### src/rtl/counter_ctrl.sv
// counter_ctrl: prescaled up/down counter with wrap, saturate and one-shot
// modes, synchronous load and a registered terminal-count pulse.
module counter_ctrl #(
    parameter int WIDTH      = 8,
    parameter int PRESCALE_W = 8
) (
    input  logic                  clk,
    input  logic                  rst,
    input  logic                  en,
    input  logic                  ld,
    input  logic [WIDTH-1:0]      v,
    input  logic [WIDTH-1:0]      step,
    input  logic [WIDTH-1:0]      limit,
    input  logic                  dir,
    input  logic [1:0]            mode,
    input  logic                  start,
    input  logic [PRESCALE_W-1:0] presc,
    output logic [WIDTH-1:0]      count,
    output logic                  tc,
    output logic                  busy,
    output logic                  sat
);

    typedef enum logic [1:0] {
        S_IDLE,
        S_RUN,
        S_DONE
    } state_t;

    localparam logic [PRESCALE_W-1:0] P_ONE = 1;
    localparam logic [WIDTH:0]        X_ONE = 1;

    state_t                r_state;
    logic [WIDTH-1:0]      r_count;
    logic [PRESCALE_W-1:0] r_pcnt;
    logic                  r_tc;
    logic                  r_busy;

    logic                  w_oneshot;
    logic                  w_satmode;
    logic                  w_active;
    logic                  w_tick;
    logic [WIDTH-1:0]      w_step;
    logic [WIDTH-1:0]      w_ld_val;
    logic [WIDTH-1:0]      w_bound;
    logic [WIDTH:0]        w_cnt_x;
    logic [WIDTH:0]        w_lim_x;
    logic [WIDTH:0]        w_s_x;
    logic [WIDTH:0]        w_sum;
    logic [WIDTH:0]        w_wrap_x;
    logic [WIDTH-1:0]      w_wrap_cnt;
    logic                  w_wrap_tc;
    logic [WIDTH-1:0]      w_sat_cnt;
    logic                  w_reach;
    logic                  w_sat_tc;

    assign w_oneshot = (mode == 2'b10);
    assign w_satmode = (mode == 2'b01);

    // One-shot only lets the prescaler run while the FSM is counting.
    assign w_active = en && (!w_oneshot || r_state == S_RUN);
    assign w_tick   = w_active && (r_pcnt == presc);

    assign w_step   = (step > limit) ? limit : step;
    assign w_ld_val = (v > limit) ? limit : v;
    assign w_bound  = dir ? '0 : limit;

    assign w_cnt_x = {1'b0, r_count};
    assign w_lim_x = {1'b0, limit};
    assign w_s_x   = {1'b0, w_step};
    assign w_sum   = w_cnt_x + w_s_x;

    always_comb begin
        w_wrap_x   = '0;
        w_wrap_cnt = r_count;
        w_wrap_tc  = 1'b0;
        if (r_count > limit) begin
            w_wrap_tc  = 1'b1;
            w_wrap_cnt = dir ? limit : '0;
        end else if (!dir) begin
            if (w_sum > w_lim_x) begin
                w_wrap_tc = 1'b1;
                w_wrap_x  = w_sum - (w_lim_x + X_ONE);
            end else begin
                w_wrap_x = w_sum;
            end
            w_wrap_cnt = w_wrap_x[WIDTH-1:0];
        end else begin
            if (w_cnt_x < w_s_x) begin
                w_wrap_tc = 1'b1;
                w_wrap_x  = w_cnt_x + w_lim_x + X_ONE - w_s_x;
            end else begin
                w_wrap_x = w_cnt_x - w_s_x;
            end
            w_wrap_cnt = w_wrap_x[WIDTH-1:0];
        end
    end

    always_comb begin
        w_sat_cnt = r_count;
        if (!dir) begin
            w_sat_cnt = (w_sum > w_lim_x) ? limit : w_sum[WIDTH-1:0];
        end else if (r_count < w_step) begin
            w_sat_cnt = '0;
        end else begin
            w_sat_cnt = r_count - w_step;
        end
    end

    assign w_reach  = (w_sat_cnt == w_bound);
    assign w_sat_tc = (r_count != w_bound) && w_reach;

    always_ff @(posedge clk or negedge rst) begin
        if (!rst) begin
            r_state <= S_IDLE;
            r_count <= '0;
            r_pcnt  <= '0;
            r_tc    <= 1'b0;
            r_busy  <= 1'b0;
        end else begin
            r_tc <= 1'b0;
            if (!w_oneshot) begin
                r_state <= S_IDLE;
                r_busy  <= 1'b0;
            end
            if (ld) begin
                r_count <= w_ld_val;
                r_pcnt  <= '0;
                if (w_oneshot) begin
                    r_state <= S_IDLE;
                    r_busy  <= 1'b0;
                end
            end else if (w_oneshot && start) begin
                r_state <= S_RUN;
                r_busy  <= 1'b1;
                r_count <= dir ? limit : '0;
                r_pcnt  <= '0;
            end else if (w_tick) begin
                r_pcnt <= '0;
                unique case (1'b1)
                    w_oneshot: begin
                        r_count <= w_sat_cnt;
                        if (w_reach) begin
                            r_tc    <= 1'b1;
                            r_state <= S_DONE;
                            r_busy  <= 1'b0;
                        end
                    end
                    w_satmode: begin
                        r_count <= w_sat_cnt;
                        r_tc    <= w_sat_tc;
                    end
                    default: begin
                        r_count <= w_wrap_cnt;
                        r_tc    <= w_wrap_tc;
                    end
                endcase
            end else if (w_active) begin
                r_pcnt <= r_pcnt + P_ONE;
            end
        end
    end

    assign count = r_count;
    assign tc    = r_tc;
    assign busy  = r_busy;
    assign sat   = w_satmode && (r_count == w_bound);

endmodule

### config.mk
export PLATFORM = sky130hd
export DESIGN_NAME = counter_ctrl
export DESIGN_NICKNAME = d
export VERILOG_FILES = /design/src/rtl/counter_ctrl.sv
export SDC_FILE = /design/constraint.sdc
export NUM_CORES = 1
export LEC_CHECK = 0
export CORE_MARGIN = 2
export CORE_UTILIZATION = 40
export DETAILED_ROUTE_END_ITERATION = 16
export PLACE_DENSITY_LB_ADDON = 0.1
export SLEW_MARGIN = 20
export SYNTH_ARGS = -nofsm -noshare
export SYNTH_HDL_FRONTEND = slang
export SYNTH_SLANG_ARGS = --single-unit
export TNS_END_PERCENT = 20
### constraint.sdc
create_clock -name clk -period 6.5 [get_ports clk]
set_clock_uncertainty 0.05 [all_clocks]
set_input_delay 0.65 -clock clk [delete_from_list [all_inputs] [get_ports clk]]
set_output_delay 0.65 -clock clk [all_outputs]
set_load 0.005 [all_outputs]
==> flow_metrics.py, run 1 <==
metrics = {
    "outcome": {
        "status": "finished, final reports clean",
    },
    "sta": {
        "tns_ps": 0,
        "hold_viol_final": 0,
        "fmax_mhz": 163.6,
        "fin_ws_ps": 387.6,
        "min_period_ps": 6112,
        "tightest_slew_ps": 979.8,
        "rsz0062_at_grt": "no",
        "post-route-period-util_pct": 94.04,
        "relSlewSlack_pct": 34.55,
        "setup_viol": 0,
        "drv_slew": 0,
    },
    "global_routing": {
        "antenna_found_initial": 0,
        "grt_pass1_wl_um": 22940,
        "grt_max_degree": 24,
        "overflow": 0,
        "grt_pass1_vias": 4299,
        "grt_usage_pct": 26.14,
    },
    "synth": {
        "post-synth-top-area-fraction_pct": 18.83,
        "syn_avg_cell_area_um2": 7.823,
        "ys_warn_count": 0,
        "ys_async_sr_fraction_pct": 100.0,
        "synth_area_leaders": "ha_1, dfrtp_1, a21oi_1",
        "synth-seq-area-share_pct": 11.96,
        "yosys.area.top_type": "ha_1",
        "yosysUniqueCellTypes": 68,
        "syn_area_um2": 4185,
        "syn_nets": 648,
        "ys.flop_type": "dfrtp_1",
        "synthCells": 535,
        "synth_edf_count": 0,
        "ys_seq_elements": 20,
    },
    "clock_network": {
        "cts.sinks": 20,
        "cts_root_buf": "clkbuf_8",
        "htree_levels": 1,
        "cts_tree": "built",
        "post-cts-setup-buffers": 0,
        "cts_buffer_depth": 2,
        "cts_inserted_buffers": 3,
        "clk_pin_slew_worst_paths_ps": 80,
        "clkLatencyLatePin_ps": 260,
    },
    "routing": {
        "via_count": 4297,
        "post-route-drc-count": 0,
        "drt-wirelength-per-cell_um": 19.64,
        "drt_iter0_drc": 257,
        "routed_wl_um": 14320,
        "ant_nets": 0,
        "dr.pass1.iters": 5,
        "viasPerCell": 5.894,
    },
    "layout": {
        "nets": 708,
        "antenna_cells": 0,
        "layout_commonest_cell": "ha_1",
        "n_fill_cell": 1029,
        "drive_gt1_share_pct": 7.420,
        "syn2layout_area_growth_pct": 19.52,
        "final_cell_mix": "ha_1, a21oi_1, clkdlybuf4s50_1",
    },
    "floorplan": {
        "die_y_um": 106.3,
        "io_pins": 51,
        "dieWidth_um": 106.3,
        "row_count": 37,
        "core_area_um2": 10230,
        "dieArea_um2": 11300,
        "start_util_pct": 40.91,
    },
    "critical_path": {
        "cpMaxStageDelayCell": "clkdlybuf4s50_1",
        "critical_path.max_stage_delay_ps": 570,
        "worst_setup_path_start_kind": "primary input",
        "endpoint_kind": "register",
        "critical_path.most_common_cell": "ha_1",
        "critPathKind": "in2reg",
        "worstPathRequired_ps": 6650,
        "rr_worst_depth": 15,
        "arrival_ps": 6260,
        "path_max_fanout": 16,
    },
    "power_and_ir_drop": {
        "p_per_area_nw_per_um2": 362.7,
        "peakVddDrop_v": 0.0001831,
        "leakagePower_nw": 2.314,
    },
    "placement": {
        "port_buffers": 50,
        "gp_congestion": 1.003,
        "dpl.hpwl_um": 11600,
        "place_ws_ps": 249.2,
    },
    "min_path": {
        "hold-path-cell-count": 1,
        "min_path_type": "reg2reg",
    },
    "flow_run": {
        "maxCapViolations": 0,
    },
}
[flip-flops by register name, indices dropped and copies added (netlist names)]
name and flops:
busy 1, count 8, r_pcnt 8, r_state 2, tc 1
[area by class of cell]
type | instances | area [µm²] | area share [%]
Timing Repair Buffer | 73 | 673.1 | 13.46
Multi-Input combinational cell | 448 | 3433 | 68.63
Tap cell | 136 | 170.2 | 3.402
Sequential cell | 20 | 500.5 | 10.00
Clock buffer | 3 | 41.29 | 0.8254
Inverter | 49 | 183.9 | 3.677
[cells by family after synthesis]
logic type                 Yosys count  synth area share [%]
DFF                                 20                 11.96
adders and majority gates           73                 23.62
and+or+nand+nor                    139                 15.72
muxes                                1                0.2690
AOI/OAI and AO/OA                  187                 31.84
buffers and inverters               67                 6.218
xor gates and xnor gates            48                 10.37
[report_power, final]
| group | switching, mW | internal (mW) | leakage (nW) |
|---|---|---|---|
| Combinational | 0.883 | 0.642 | 2.03 |
| Clock | 0.0418 | 0.0413 | 0.0216 |
| Sequential | 0.0663 | 0.140 | 0.260 |
[critical path, delay by kind of cell]
family | cells | cell delay [ps]
AOI/OAI and AO/OA | 12 | 2730
xor gates and xnor gates | 1 | 220
adders and majority gates | 3 | 960
buffers and inverters | 4 | 990
and+or+nand+nor | 5 | 680
[stage by stage]
step	instances	util, %	total power [mW]	hold slack [ps]	instance area [µm²]
final	729	48.89	1.815	505.0	5002
after global routing	729	48.89	1.968	530.8	5002
after CTS	729	48.81	1.782	477.0	4994
after detailed placement	726	48.40	1.692	459.5	4952
after global placement	726	48.40	1.691	454.0	4952
after floorplan	535	-	1.247	304.4	4185
[synth_stat cells (all sizes together) (7+ instances only)]
cell type / number
a21o: 25
a21oi: 56
a221oi: 8
a31oi: 11
and3: 7
clkbuf: 13
dfrtp: 20
fa: 10
ha: 63
inv: 49
nand2: 40
nand3: 10
nor2: 40
nor2b: 7
nor3: 10
o21ai: 21
xnor2: 28
xor2: 19
[metal layers]
| layer | up-vias | global-route usage [%] | part of all wire [%] |
|---|---|---|---|
| met3 | 36 | 3.066 | 6.0 |
| met1 | 2031 | 34.07 | 44 |
| met2 | 159 | 43.77 | 46 |
| met5 | - | 0 | 0 |
| li1 | 2071 | - | - |
| met4 | 0 | 10.71 | 4.4 |
[path summary, 6_finish.rpt]
check | slack, ps | end | from
min in group asynchronous | 850 | r_pcnt[5] | rst
setup reg to reg | 2030 | tc | count[1]
max in group asynchronous | 4990 | count[7] | rst
hold / removal | 510 | r_state[1] | r_state[1]
hold reg to reg | 510 | r_state[1] | r_state[1]
setup / recovery | 390 | tc | limit[1]
[repair_timing]
item	4_1_cts	5_1_grt
hold buffers	0	0
setup endpoints to repair	0	1
gates resized for setup	0	2
No activity file was read; power rests on OpenSTA's default activity.
==> run 2: changes to the inputs <==
- CORE_ASPECT_RATIO: not set -> 1.2
- TNS_END_PERCENT: 20 -> 10
==> flow_metrics.py, run 2 (synthesized netlist as in run 1, its figures left out) <==
metrics = {
    "clock_network": {
        "post-cts-setup-buffers": 0,
        "cts_inserted_buffers": 3,
        "postCtsHoldBufs": 0,
        "clk_pin_slew_worst_paths_ps": 60,
        "cts.sinks": 20,
        "cts_buffer_depth": 2,
        "htree_levels": 1,
        "clkLatencyLatePin_ps": 250,
        "cts_root_buf": "clkbuf_16",
        "cts_tree": "built",
    },
    "min_path": {
        "min_path_type": "reg2reg",
    },
    "routing": {
        "via_count": 4294,
        "routed_wl_um": 14120,
        "ant_nets": 0,
        "post-route-drc-count": 0,
        "dr.pass1.iters": 5,
        "drt-wirelength-per-cell_um": 19.72,
        "drt_iter0_drc": 347,
        "viasPerCell": 5.997,
    },
    "critical_path": {
        "path_max_fanout": 16,
        "critical_path.max_stage_delay_ps": 570,
        "worst_setup_path_start_kind": "primary input",
        "critPathKind": "in2reg",
        "worstPathRequired_ps": 6590,
        "endpoint_kind": "register",
        "critical_path.most_common_cell": "ha_1",
        "arrival_ps": 6170,
        "cpMaxStageDelayCell": "clkdlybuf4s50_1",
    },
    "power_and_ir_drop": {
        "leakagePower_nw": 2.319,
        "peakVddDrop_v": 0.0002166,
        "p_per_area_nw_per_um2": 365.7,
        "power_mw": 1.832,
    },
    "floorplan": {
        "io_pins": 51,
        "dieArea_um2": 11300,
        "start_util_pct": 41.40,
        "dieWidth_um": 97.38,
        "row_count": 40,
        "core_area_um2": 10110,
        "die_y_um": 116.1,
    },
    "global_routing": {
        "grt_usage_pct": 25.05,
        "use_met2_pct": 46.67,
        "busiest_layer": "met2",
        "use_met3_pct": 2.232,
        "grt_pass1_wl_um": 22540,
        "grt_max_degree": 24,
        "overflow": 0,
        "grt_pass1_vias": 4304,
        "antenna_found_initial": 0,
        "met1_usage_pct": 30.27,
    },
    "sta": {
        "rsz0062_at_grt": "no",
        "min_period_ps": 6082,
        "tightest_slew_ps": 1137,
        "tns_ps": 0,
        "post-route-period-util_pct": 93.58,
        "fmax_mhz": 164.4,
        "relSlewSlack_pct": 24.20,
        "drv_slew": 0,
        "hold_viol_final": 0,
        "setup_viol": 0,
    },
    "placement": {
        "gp_congestion": 0.9284,
        "dpl.hpwl_um": 11350,
        "port_buffers": 50,
    },
    "layout": {
        "antenna_cells": 0,
        "syn2layout_area_growth_pct": 19.67,
        "layout_commonest_cell": "ha_1",
        "final_cell_mix": "ha_1, a21oi_1, clkdlybuf4s50_1",
        "drive_gt1_share_pct": 7.119,
        "nets": 705,
    },
    "flow_run": {
        "maxCapViolations": 0,
    },
    "outcome": {
        "status": "finished, final reports clean",
    },
}
run 2: changes by cell type in the layout (fill, tap and decap cells not counted), sizes merged:
cell  delta
buf      -3
run 2: final timing paths:
check	depth (start not counted)	end	slack [ps]	from
max	25	count[2]	420	limit[1]
min	1	r_state[1]	500	r_state[1]
max reg2reg	16	count[2]	2080	count[1]
min reg2reg	1	r_state[1]	500	r_state[1]
max in group asynchronous	1	r_state[1]	4950	rst
min in group asynchronous	1	r_pcnt[7]	870	rst
run 2: layer usage:
layer	part of all wire, %	vias up
li1	-	2075
met1	42	2036
met2	49	155
met3	5.6	28
met4	3.5	0
met5	0	-
run 2: metrics by stage:
| stage | hold slack [ps] | setup slack (ps) | util, % | cells | cell area (µm²) |
|---|---|---|---|---|---|
| finish | 495.3 | 417.6 | 49.54 | 716 | 5009 |
| detailed placement | 483.1 | 85.40 | 48.64 | 713 | 4917 |
| floorplan | 304.4 | 651.8 | - | 535 | 4185 |
| global placement | 459.2 | 189.1 | 48.64 | 713 | 4917 |
| global route | 521.2 | 36.91 | 49.54 | 716 | 5009 |
| CTS | 494.9 | 315.1 | 49.38 | 716 | 4992 |
run 2: report_power, final:
group | total [mW] | switching (mW) | internal [mW]
combinational | 1.50 | 0.868 | 0.630
sequential | 0.209 | 0.0687 | 0.140
clock | 0.125 | 0.0435 | 0.0811
total | 1.83 | 0.980 | 0.851
run 2: worst max-delay path, delay by kind of cell:
family / cells / cell delay, ps
buffers and inverters: 4 / 940
adders and majority gates: 4 / 1280
xor gates and xnor gates: 1 / 220
and+or+nand+nor: 7 / 990
AOI/OAI and AO/OA: 9 / 2100
run 2: area by class of cell:
type,instances,area [µm²]
Clock buffer,3,75.07
Fill cell,1036,5101
Inverter,49,183.9
Multi-Input combinational cell,448,3441
Sequential cell,20,500.5
Tap cell,126,157.7
Timing Repair Buffer,70,650.6
run 2: repair_timing:
action | in CTS | in global routing
setup endpoints to repair | 0 | 9
hold endpoints to repair | 0 | 0
gates resized for setup | 0 | 3
==> run 3: changes to the inputs <==
- clock period: 6.5 -> 5.45 ns (I/O delays scaled with it)
==> flow_metrics.py, run 3 (synthesized netlist as in run 1, its figures left out) <==
metrics = {
    "sta": {
        "hold_viol_final": 0,
        "tightest_slew_ps": 1111,
        "setup_viol": 0,
        "post-route-period-util_pct": 96.15,
        "fin_ws_ps": 209.6,
        "drv_slew": 0,
        "relSlewSlack_pct": 25.90,
        "min_period_ps": 5240,
        "fmax_mhz": 190.8,
    },
    "layout": {
        "nets": 787,
        "drive_gt1_share_pct": 23.92,
        "final_area_um2": 5868,
        "syn2layout_area_growth_pct": 40.21,
        "fin_cells": 799,
        "final_cell_mix": "buf_4, a21oi_1, ha_1",
        "layout_commonest_cell": "buf_4",
        "antenna_cells": 0,
    },
    "critical_path": {
        "worstPathRequired_ps": 5510,
        "critPathKind": "in2reg",
        "critical_path.max_stage_delay_ps": 370,
        "crit_start": "limit[5]",
        "endpoint_kind": "register",
        "rr_worst_depth": 18,
        "arrival_ps": 5300,
        "path_max_fanout": 8,
        "r2r-end": "count[3]",
        "cpMaxStageDelayCell": "o31ai_1",
        "crit_buf_inv": 6,
        "rr_startpoint": "count[1]",
        "path_delay_family": "compound AO/OA/AOI/OAI gates",
        "worst_setup_path_start_kind": "primary input",
        "ff2ff_setup_slack_ps": 1140,
    },
    "global_routing": {
        "grt_pass1_wl_um": 24290,
        "overflow": 0,
        "grt_pass1_vias": 4793,
        "grt_max_degree": 24,
        "antenna_found_initial": 0,
        "grt_usage_pct": 27.31,
    },
    "clock_network": {
        "clk_pin_slew_worst_paths_ps": 50,
        "cts_root_buf": "clkbuf_16",
        "cts.sinks": 20,
        "cts_buffer_depth": 2,
        "clkLatencyLatePin_ps": 250,
        "postCtsHoldBufs": 0,
        "cts_inserted_buffers": 3,
        "cts_tree": "built",
        "htree_levels": 1,
    },
    "outcome": {
        "status": "finished, final reports clean",
    },
    "power_and_ir_drop": {
        "pwr-share-clk_pct": 5.9,
        "p_int_mw": 1.476,
        "peakVddDrop_v": 0.0003196,
        "leakagePower_nw": 2.816,
        "p_sw_share_pct": 47.61,
        "power.switching_mw": 1.342,
        "power_mw": 2.818,
        "seq_power_share_pct": 8.0,
        "p_comb_share_pct": 86.1,
        "p_per_area_nw_per_um2": 480.2,
    },
    "floorplan": {
        "core_area_um2": 10110,
        "die_y_um": 116.1,
        "row_count": 40,
        "io_pins": 51,
        "dieArea_um2": 11300,
        "start_util_pct": 41.40,
        "dieWidth_um": 97.38,
    },
    "min_path": {
        "hold_path_startpoint": "r_state[1]",
        "hold-path-cell-count": 1,
        "min_path_type": "reg2reg",
        "whs_endpoint": "r_state[1]",
    },
    "placement": {
        "dp.cells": 779,
        "dpl.hpwl_um": 12230,
        "port_buffers": 50,
        "dpl_cell_area_um2": 5428,
        "place_ws_ps": -541.7,
        "gp_congestion": 0.9493,
    },
    "routing": {
        "dr.pass1.iters": 5,
        "ant_nets": 0,
        "drt-wirelength-per-cell_um": 19.06,
        "routed_wl_um": 15230,
        "drt_iter0_drc": 205,
        "viasPerCell": 5.804,
        "post-route-drc-count": 0,
        "via_count": 4637,
    },
    "flow_run": {
        "maxCapViolations": 0,
    },
}
## run 3: changes by cell type in the layout (fill, tap and decap cells not counted), moves of 6 or more
cell | before | now
ha_1 | 63 | 52
inv_1 | 48 | 41
ha_4 | 0 | 9
inv_2 | 1 | 8
buf_4 | 20 | 98
clkdlybuf4s50_1 | 50 | 34
dlymetal6s2s_1 | 0 | 6
## run 3: layout make-up
| class | count | area, µm² |
|---|---|---|
| Inverter | 49 | 183.9 |
| Sequential cell | 20 | 500.5 |
| Tap cell | 126 | 157.7 |
| Timing Repair Buffer | 152 | 1276 |
| Clock buffer | 4 | 88.84 |
| Multi-Input combinational cell | 448 | 3661 |
| Fill cell | 933 | 4242 |
## run 3: worst max path at each step
| stage | slack (ps) | endpoint | cells past startpoint |
|---|---|---|---|
| after floorplan | 10 | count[3] | 26 |
| after global placement | -500 | count[3] | 25 |
| after detailed placement | -540 | count[3] | 25 |
| after CTS | 10 | count[3] | 25 |
| after global routing | -40 | r_state[0] | 26 |
| final | 210 | count[3] | 26 |
## run 3: power by group through the flow
stage,sequential (mW),combinational [mW],clock [mW]
finish,0.225,2.43,0.166
global placement,0.224,2.10,0
global route,0.228,2.63,0.175
CTS,0.223,2.29,0.167
detailed placement,0.225,2.11,0
floorplan,0.218,1.27,0
## run 3: timing repair
action / CTS / global route
pin swaps: 18 / 17
gates resized for setup: 36 / 31
setup buffers: 13 / 3
endpoints found under the setup margin: 11 / 11
## run 3: worst reg2reg max path, cell delays in order (launching register included)
cell	delay [ps]
dfrtp_1	700
inv_1	280
fa_2	440
nand3b_1	210
nand2_2	140
a31oi_4	100
xnor2_2	170
ha_4	290
a21o_1	100
nand2_1	50
and4b_1	160
o21a_2	260
buf_6	140
a32oi_4	240
buf_6	130
a221oi_1	70
o31ai_1	370
buf_4	180
o221ai_1	90
## run 3: metal layers
metal / GRT usage, % / part of all wire [%]
met1: 30.70 / 40
met2: 47.77 / 47
met3: 3.860 / 5.1
met4: 19.54 / 7.8
met5: 0 / 0
## run 3: through the flow
stage | TNS, ps | util [%] | hold slack, ps
2_1_floorplan | 0 | - | 199.4
3_3_place_gp | -3339 | 53.69 | 455.1
3_5_place_dp | -4626 | 53.69 | 469.0
4_1_cts | 0 | 56.75 | 490.7
5_1_grt | -81.61 | 58.04 | 513.5
6_report | 0 | 58.04 | 483.2
